--- src/rtl/cpu_pkg.sv ---
// rtl/cpu_pkg.sv - shared bit indices, FSM state type and timeout default for the memory stage
package cpu_pkg;

  // Writeback bundle layout
  localparam int WB_W        = 7;
  localparam int WB_RD_LSB   = 0;
  localparam int WB_RD_W     = 4;
  localparam int WB_REGWRITE = 4;
  localparam int WB_MEMTOREG = 5;
  localparam int WB_HALT     = 6;

  // Memory control layout (bit 2 is reserved)
  localparam int M_W     = 3;
  localparam int M_READ  = 0;
  localparam int M_WRITE = 1;

  localparam int DATA_W          = 16;
  localparam int CNT_W           = 8;
  localparam int TIMEOUT_DEFAULT = 15;

  typedef enum logic {
    ST_IDLE = 1'b0,
    ST_BUSY = 1'b1
  } state_e;

endpackage

--- src/rtl/dmem_handshake.sv ---
// rtl/dmem_handshake.sv - IDLE/BUSY data-memory handshake with timeout, load register and sticky error
module dmem_handshake
  import cpu_pkg::*;
#(
  parameter int TIMEOUT_CYCLES = TIMEOUT_DEFAULT
) (
  input  logic              clk,
  input  logic              rst,
  input  logic              start,
  input  logic              start_conflict,
  input  logic              op_read,
  input  logic              op_write,
  input  logic              dmem_ready,
  input  logic [DATA_W-1:0] dmem_rdata,
  output logic              busy,
  output logic [DATA_W-1:0] load_data,
  output logic              mem_err
);

  // Counter value seen during the last BUSY cycle allowed before abandoning
  localparam logic [CNT_W-1:0] CNT_LAST = CNT_W'(TIMEOUT_CYCLES - 1);

  state_e              state_q, state_d;
  logic [CNT_W-1:0]    cnt_q, cnt_d;
  logic [DATA_W-1:0]   load_q, load_d;
  logic                err_q, err_d;

  // Next-state: enter BUSY on a memory bundle load; leave on ready (which beats timeout) or on timeout
  always_comb begin
    state_d = state_q;
    cnt_d   = cnt_q;
    load_d  = load_q;
    err_d   = err_q;
    case (state_q)
      ST_IDLE: begin
        if (start) begin
          state_d = ST_BUSY;
          cnt_d   = '0;
          if (start_conflict) err_d = 1'b1;
        end
      end
      ST_BUSY: begin
        cnt_d = cnt_q + 1'b1;
        if (dmem_ready) begin
          state_d = ST_IDLE;
          if (op_read && !op_write) load_d = dmem_rdata;
        end else if (cnt_q == CNT_LAST) begin
          state_d = ST_IDLE;
          err_d   = 1'b1;
          load_d  = 16'hFFFF;
        end
      end
      default: state_d = ST_IDLE;
    endcase
  end

  // State, counter, load register and error flag; reset abandons any access quietly
  always_ff @(posedge clk) begin
    if (rst) begin
      state_q <= ST_IDLE;
      cnt_q   <= '0;
      load_q  <= '0;
      err_q   <= 1'b0;
    end else begin
      state_q <= state_d;
      cnt_q   <= cnt_d;
      load_q  <= load_d;
      err_q   <= err_d;
    end
  end

  assign busy      = (state_q == ST_BUSY);
  assign load_data = load_q;
  assign mem_err   = err_q;

endmodule

--- src/rtl/mem_slice.sv ---
// rtl/mem_slice.sv - memory pipeline stage; optional forwarding ports under MEM_FWD_EN
module mem_slice
  import cpu_pkg::*;
#(
  parameter int TIMEOUT_CYCLES = TIMEOUT_DEFAULT
) (
  input  logic        clk,
  input  logic        rst,
  input  logic        stall_in,
  input  logic [6:0]  WB_in,
  input  logic [2:0]  M_in,
  input  logic [15:0] addr_in,
  input  logic [15:0] data_in,
  input  logic [15:0] result_in,
  output logic        dmem_req,
  output logic        dmem_we,
  output logic [15:0] dmem_addr,
  output logic [15:0] dmem_wdata,
  input  logic [15:0] dmem_rdata,
  input  logic        dmem_ready,
  output logic        stall_out,
  output logic [6:0]  WB,
  output logic [15:0] wb_data,
  output logic        mem_err
`ifdef MEM_FWD_EN
  ,
  output logic        fwd_valid,
  output logic [3:0]  fwd_rd,
  output logic [15:0] fwd_data
`endif
);

  logic [WB_W-1:0]   wb_q, wb_d;
  logic [1:0]        m_q, m_d;
  logic [DATA_W-1:0] addr_q, addr_d;
  logic [DATA_W-1:0] data_q, data_d;
  logic [DATA_W-1:0] result_q, result_d;

  logic              load_en;
  logic              busy;
  logic [DATA_W-1:0] load_data;
  logic              unused_m_rsvd;

  assign unused_m_rsvd = M_in[2];
  assign load_en       = !stall_in && !stall_out;

  // Pipeline register captures the EX bundle only when neither side is holding
  always_comb begin
    wb_d     = wb_q;
    m_d      = m_q;
    addr_d   = addr_q;
    data_d   = data_q;
    result_d = result_q;
    if (load_en) begin
      wb_d     = WB_in;
      m_d      = {M_in[M_WRITE], M_in[M_READ]};
      addr_d   = addr_in;
      data_d   = data_in;
      result_d = result_in;
    end
  end

  // Pipeline register flops
  always_ff @(posedge clk) begin
    if (rst) begin
      wb_q     <= '0;
      m_q      <= '0;
      addr_q   <= '0;
      data_q   <= '0;
      result_q <= '0;
    end else begin
      wb_q     <= wb_d;
      m_q      <= m_d;
      addr_q   <= addr_d;
      data_q   <= data_d;
      result_q <= result_d;
    end
  end

  dmem_handshake #(
    .TIMEOUT_CYCLES(TIMEOUT_CYCLES)
  ) u_hs (
    .clk            (clk),
    .rst            (rst),
    .start          (load_en && (M_in[M_READ] || M_in[M_WRITE])),
    .start_conflict (M_in[M_READ] && M_in[M_WRITE]),
    .op_read        (m_q[0]),
    .op_write       (m_q[1]),
    .dmem_ready     (dmem_ready),
    .dmem_rdata     (dmem_rdata),
    .busy           (busy),
    .load_data      (load_data),
    .mem_err        (mem_err)
  );

  // Memory-side outputs only active while an access is outstanding; writeback bubbles during BUSY
  always_comb begin
    stall_out  = busy;
    dmem_req   = busy;
    dmem_we    = busy && m_q[1];
    dmem_addr  = addr_q;
    dmem_wdata = data_q;
    WB         = busy ? '0 : wb_q;
    wb_data    = wb_q[WB_MEMTOREG] ? load_data : result_q;
  end

`ifdef MEM_FWD_EN
  // Forward the completed writeback value only once the access has finished
  always_comb begin
    fwd_valid = wb_q[WB_REGWRITE] && !busy;
    fwd_rd    = wb_q[WB_RD_LSB +: WB_RD_W];
    fwd_data  = wb_data;
  end
`endif

endmodule

--- config.mk ---
export PLATFORM = sky130hd
export DESIGN_NAME = mem_slice
export DESIGN_NICKNAME = d
export VERILOG_FILES = /design/src/rtl/cpu_pkg.sv /design/src/rtl/dmem_handshake.sv /design/src/rtl/mem_slice.sv
export SDC_FILE = /design/constraint.sdc
export NUM_CORES = 1
export LEC_CHECK = 0
export ABC_CLOCK_PERIOD_IN_PS = 1800
export BUFFER_PORTS_ARGS = -buffer_cell sky130_fd_sc_hd__clkbuf_2
export CAP_MARGIN = 20
export CELL_PAD_IN_SITES_DETAIL_PLACEMENT = 0
export CELL_PAD_IN_SITES_GLOBAL_PLACEMENT = 1
export CORE_MARGIN = 4
export CORE_UTILIZATION = 25
export DETAILED_ROUTE_END_ITERATION = 10
export GPL_TIMING_DRIVEN = 0
export PLACE_DENSITY_LB_ADDON = 0.1
export SETUP_SLACK_MARGIN = 0.5
export SLEW_MARGIN = 20
export SYNTH_ARGS = -nofsm -noshare
export SYNTH_HDL_FRONTEND = slang
export SYNTH_SLANG_ARGS = --single-unit
export TNS_END_PERCENT = 30
--- constraint.sdc ---
create_clock -name clk -period 1.8 [get_ports clk]
set_input_delay 0.09 -clock clk [delete_from_list [all_inputs] [get_ports clk]]
set_output_delay 0.09 -clock clk [all_outputs]
set_load 0.005 [all_outputs]
Word level (Yosys, flattened, before mapping)
Index checks and enable logic that the tools add are counted.
{ "word_totals": {"output_inout_bits": 59, "inputBits": 78, "word_cells": 45, "reg_bits": 83} }
{ "classes": {"reduce_logical": 12, "n_eq_ne": 6, "mux": 16, "n_bitwise": 1, "add_sub_neg": 1} }
{ "op_table": {"columns": ["operator", "n"], "rows": [
  ["$mux W16", 4],
  ["$pmux W8 S2", 1],
  ["$add A8 B1 Y8 const B", 1],
  ["$eq A8 B4 Y1 const B", 1],
  ["$mux W8", 1],
  ["$mux W1", 7],
  ["$mux W7", 1],
  ["$ne A2 B1 Y1 const B", 3],
  ["$logic_and A1 B1 Y1", 5],
  ["$ne A2 B2 Y1 const B", 2],
  ["$pmux W1 S2", 2],
  ["$reduce_and A4 Y1", 1],
  ["$logic_not A1 Y1", 3],
  ["$reduce_and A3 Y1", 1],
  ["$reduce_bool A2 Y1", 1],
  ["$logic_or A1 B1 Y1", 1],
  ["$not A1 Y1", 1]
]} }

Depth between registers and ports, before layout
{ "logic_depth": {"ltp_word": 5, "ltp_mapped": 7, "depth_no_buf": 5} }

Hierarchy
Synthesis repeated with hierarchy kept, for this count alone.
{ "unflattened": {"hier_cells": 439, "area_unflattened_um2": 3983.8} }
{ "by_module_without_submodules": {"columns": ["module", "area_per_inst_um2", "cells_per_inst", "seq_area_each_um2", "instances"], "rows": [
  ["mem_slice", 2612.5, 289, 1141.1, 1],
  ["dmem_handshake", 1371.3, 150, 520.5, 1]
]} }

Worst setup path after synthesis
No wires, ideal clock.
{ "synth_path": {"path_kind": "register to register", "start": "register u_hs.cnt_q[0]", "end": "register u_hs.load_q[10], in the netlist u_hs.load_data[10]", "stages_incl_launch_ff": 8, "path_buffers": 2, "required_time_ns": 1.660, "slack_ns": 0.246, "setup_ns": 0.140, "synth_period_minus_slack_ns": 1.554, "arrival_ns": 1.413, "cell_sequence": "dfxtp_1 > inv_1 > ha_1 > and4b_1 > buf_2 > buf_2 > a211oi_1 > nor4_2"} }
{ "synth_between": {"elab_chain_len": 3} }
{ "synth_rtl": {"columns": ["item", "line", "rtl"], "rows": [
  ["start: declaration", "dmem_handshake.sv:24", "logic [CNT_W-1:0] cnt_q, cnt_d;"],
  ["start signal: assignment", "dmem_handshake.sv:66", "cnt_q <= cnt_d;"],
  ["$eq A8 B4 Y1", "dmem_handshake.sv:47", "end else if (cnt_q == CNT_LAST) begin"],
  ["$reduce_bool A2 Y1 (no source line)", null, null],
  ["$reduce_and A3 Y1 (no source line)", null, null],
  ["end signal: assignment", "dmem_handshake.sv:67", "load_q <= load_d;"],
  ["end: declaration", "dmem_handshake.sv:25", "logic [DATA_W-1:0] load_q, load_d;"]
]} }
No other way between the ends.
A chain may end at the register's enable or synchronous reset.

Final worst setup path
{ "layout_path": {"start": "register u_hs.cnt_q[0]", "end": "register u_hs.load_q[1], in the netlist u_hs.load_data[1]"} }
Same word-level chain as after synthesis.

==> metrics <==
outcome finished, final reports clean; Synth area leader dfxtp_1; Seq/Total Area, Yosys 0.472; Max clock buf depth 2; area grow syn2layout 67.7%; family with the most delay on the worst path flip-flops; largest cells by area after synthesis dfxtp_1 47%, nand2_1 13%, a21oi_1 9.2%; CP required 2.00 ns; drt wl/cell 14.5 um; slowest cell delay on critical path 0.36 ns; critical path arrival 1.65 ns; Final min period 1.45 ns; vias 3810; R2R cell count 7; Syn Nets 510; Gate Count Post-Synth 430; Hold EP u_hs.load_data[1]; R2R Path Start u_hs.cnt_q[0]; Tightest Pin Transition 0.706 ns; reg2reg end u_hs.load_data[1]; Avg Cell Area, Syn 8.18 um2; setup violators final 0; number of synthesized flops with an enable pin 0; critical path fanouts, max 5; initial antenna violation count 0; Final #Nets 733; Total Power 4.67 mW; Buf/Inv on CP 3; Die Width 127 um; n_diodes 0; largest net degree at the start of global routing 13; die height 127 um; M1 GR Usage 0.191; Core Area 13800 um2; Mapped Area 3520 um2; Finished Core Util 0.427; fin worst setup slack 0.351 ns; clock sinks 83; Cell variety after synth 33; DR pass1 iterations 4; total grt overflow 0; unrepaired setup endpoints after global routing yes; htree depth 3; DRT iter0 DRCs 159; clk slew on worst S/H paths 0.06 ns; row cnt 43; placed cell area 4480 um2; crit path launch type flip-flop; DP Wirelength 8170 um; met2 GRT Util 0.259; Reg2Reg Setup Slack 0.35 ns; skew final 0.00751 ns; CTS tree yes; RD Place Congestion 0.747; pre-CTS WS -0.0392 ns; DRC Markers 0; met3 usage 0.0484; clk_lat worst skew 0.34 ns; Final Max Slew Viols 0; worst vdd ir 0.725 mV; Routed Antenna Nets 0; yosys warns 0; Synth top cells by count 118 x nand2_1, 83 x dfxtp_1, 65 x a21oi_1; Critical Path Source u_hs.cnt_q[0]; Lkg Pwr 2.51 nW; CP Capture Type flip-flop; crit path max-delay cell type dfxtp_4; Die ar. 16000 um2; gr usage total 0.154; total CTS buffers 9; port buffer count 134; post-synth top area share 0.472; initial core utilization 0.254; period utilisation layout 0.805; Final Hold Viols 0; P per Cell Area 790 nW/um2; fin cells 838; Max-cap violations 0; Min Hold Slack 0.0216 ns; first-pass GRT wire length 19900 um; layer with the highest usage met2; Worst Hold Class input port to flip-flop; ys async rst share 0; Final Cell Area 5900 um2; hold path cells 3; highest achievable clock rate 690 MHz; layout cells sized above 1 0.383; post-placement cell count 744; WS Path Type flip-flop to flip-flop; setup TNS 0 ns; ys flop type dfxtp_1; crit-path cells inv_4, ha_4, and4b_1, buf_6, buf_4, a211oi_1, nor4_1; Root Driver clkbuf_16; vias in the first global route 3895; Seq cells post-synth 83; leading cell type by number of instances after synthesis nand2_1; WL final 12200 um; Hold Crit Start dmem_rdata[1]; Relative slew margins 0.529; number of vias per cell 4.55; Ports 137
-- flip-flops by register name, summed over array words and instances, names as in the netlist --
| register | cells |
|---|---|
| u_hs.mem_err | 1 |
| wb_q | 7 |
| u_hs.busy | 1 |
| result_q | 16 |
| u_hs.cnt_q | 8 |
| dmem_wdata | 16 |
| dmem_addr | 16 |
| u_hs.load_data | 16 |
| m_q | 2 |
-- tightest hold or removal path: stages --
cell      delay (ns)
clkbuf_2        0.08
nor2_1          0.09
nor4_1          0.05
-- power by group --
part | leakage, nW | internal (mW) | switching (mW)
Sequential | 0.682 | 1.92 | 0.0461
Combinational | 1.67 | 0.418 | 0.359
Clock | 0.150 | 1.19 | 0.729
Total | 2.51 | 3.53 | 1.13
-- logic make-up after synthesis --
family,count (synthesis),share of synthesized area
adder cells (fa/ha/maj),2,0.00711
multiplexers,16,0.0512
AND/OR/NAND/NOR,196,0.266
flip-flops,83,0.472
AO/OA/AOI/OAI,95,0.156
buffers and inverters,38,0.0477
-- cells in the final DEF (no fill, tap or decap), types with 6 or more instances in the layout --
master	n
o211ai_1	7
a21oi_1	65
clkbuf_2	131
nor4_2	10
buf_6	15
nor2b_1	8
dfxtp_1	77
nor2_1	33
a211oi_2	12
mux2_4	16
clkbuf_1	12
dlygate4sd3_1	55
clkbuf_16	10
nor4_1	6
nand2_1	118
buf_4	20
-- metal layers --
metal / up-vias / routed length [um]
met3: 19 / 696
met2: 106 / 6030
met5: - / 0
met4: 0 / 267
li1: 1908 / -
met1: 1777 / 5170
-- area by class of cell --
| type | count | area, um2 |
|---|---|---|
| well taps | 180 | 225 |
| flip-flops and latches | 83 | 1670 |
| plain buffers | 35 | 322 |
| inverters | 3 | 13.8 |
| clock buffers | 15 | 278 |
| clock inverters | 1 | 30.0 |
| multi-input cells | 309 | 1870 |
| repair buffers | 212 | 1490 |
| fillers | 1407 | 7930 |
-- worst max path at each step --
| stage | endpoint | slack (ns) | cells past startpoint |
|---|---|---|---|
| after floorplan | u_hs.load_data[10] | 0.38 | 7 |
| after global placement | dmem_addr[8] | -0.0008 | 6 |
| after detailed placement | dmem_addr[12] | -0.04 | 6 |
| after CTS | wb_data[9] | 0.31 | 4 |
| after global routing | u_hs.load_data[7] | 0.31 | 7 |
| final | u_hs.load_data[1] | 0.35 | 7 |
-- repair_timing --
item | in CTS | in global routing
gates resized for setup | 50 | 59
buffers inserted | 17 | 4
hold buffers | 55 | 0
pin swaps | 20 | 5
hold endpoints to repair | 55 | 0
cloned | 1 | 1
setup endpoints to repair | 106 | 100
(Power assumes the default switching activity.)
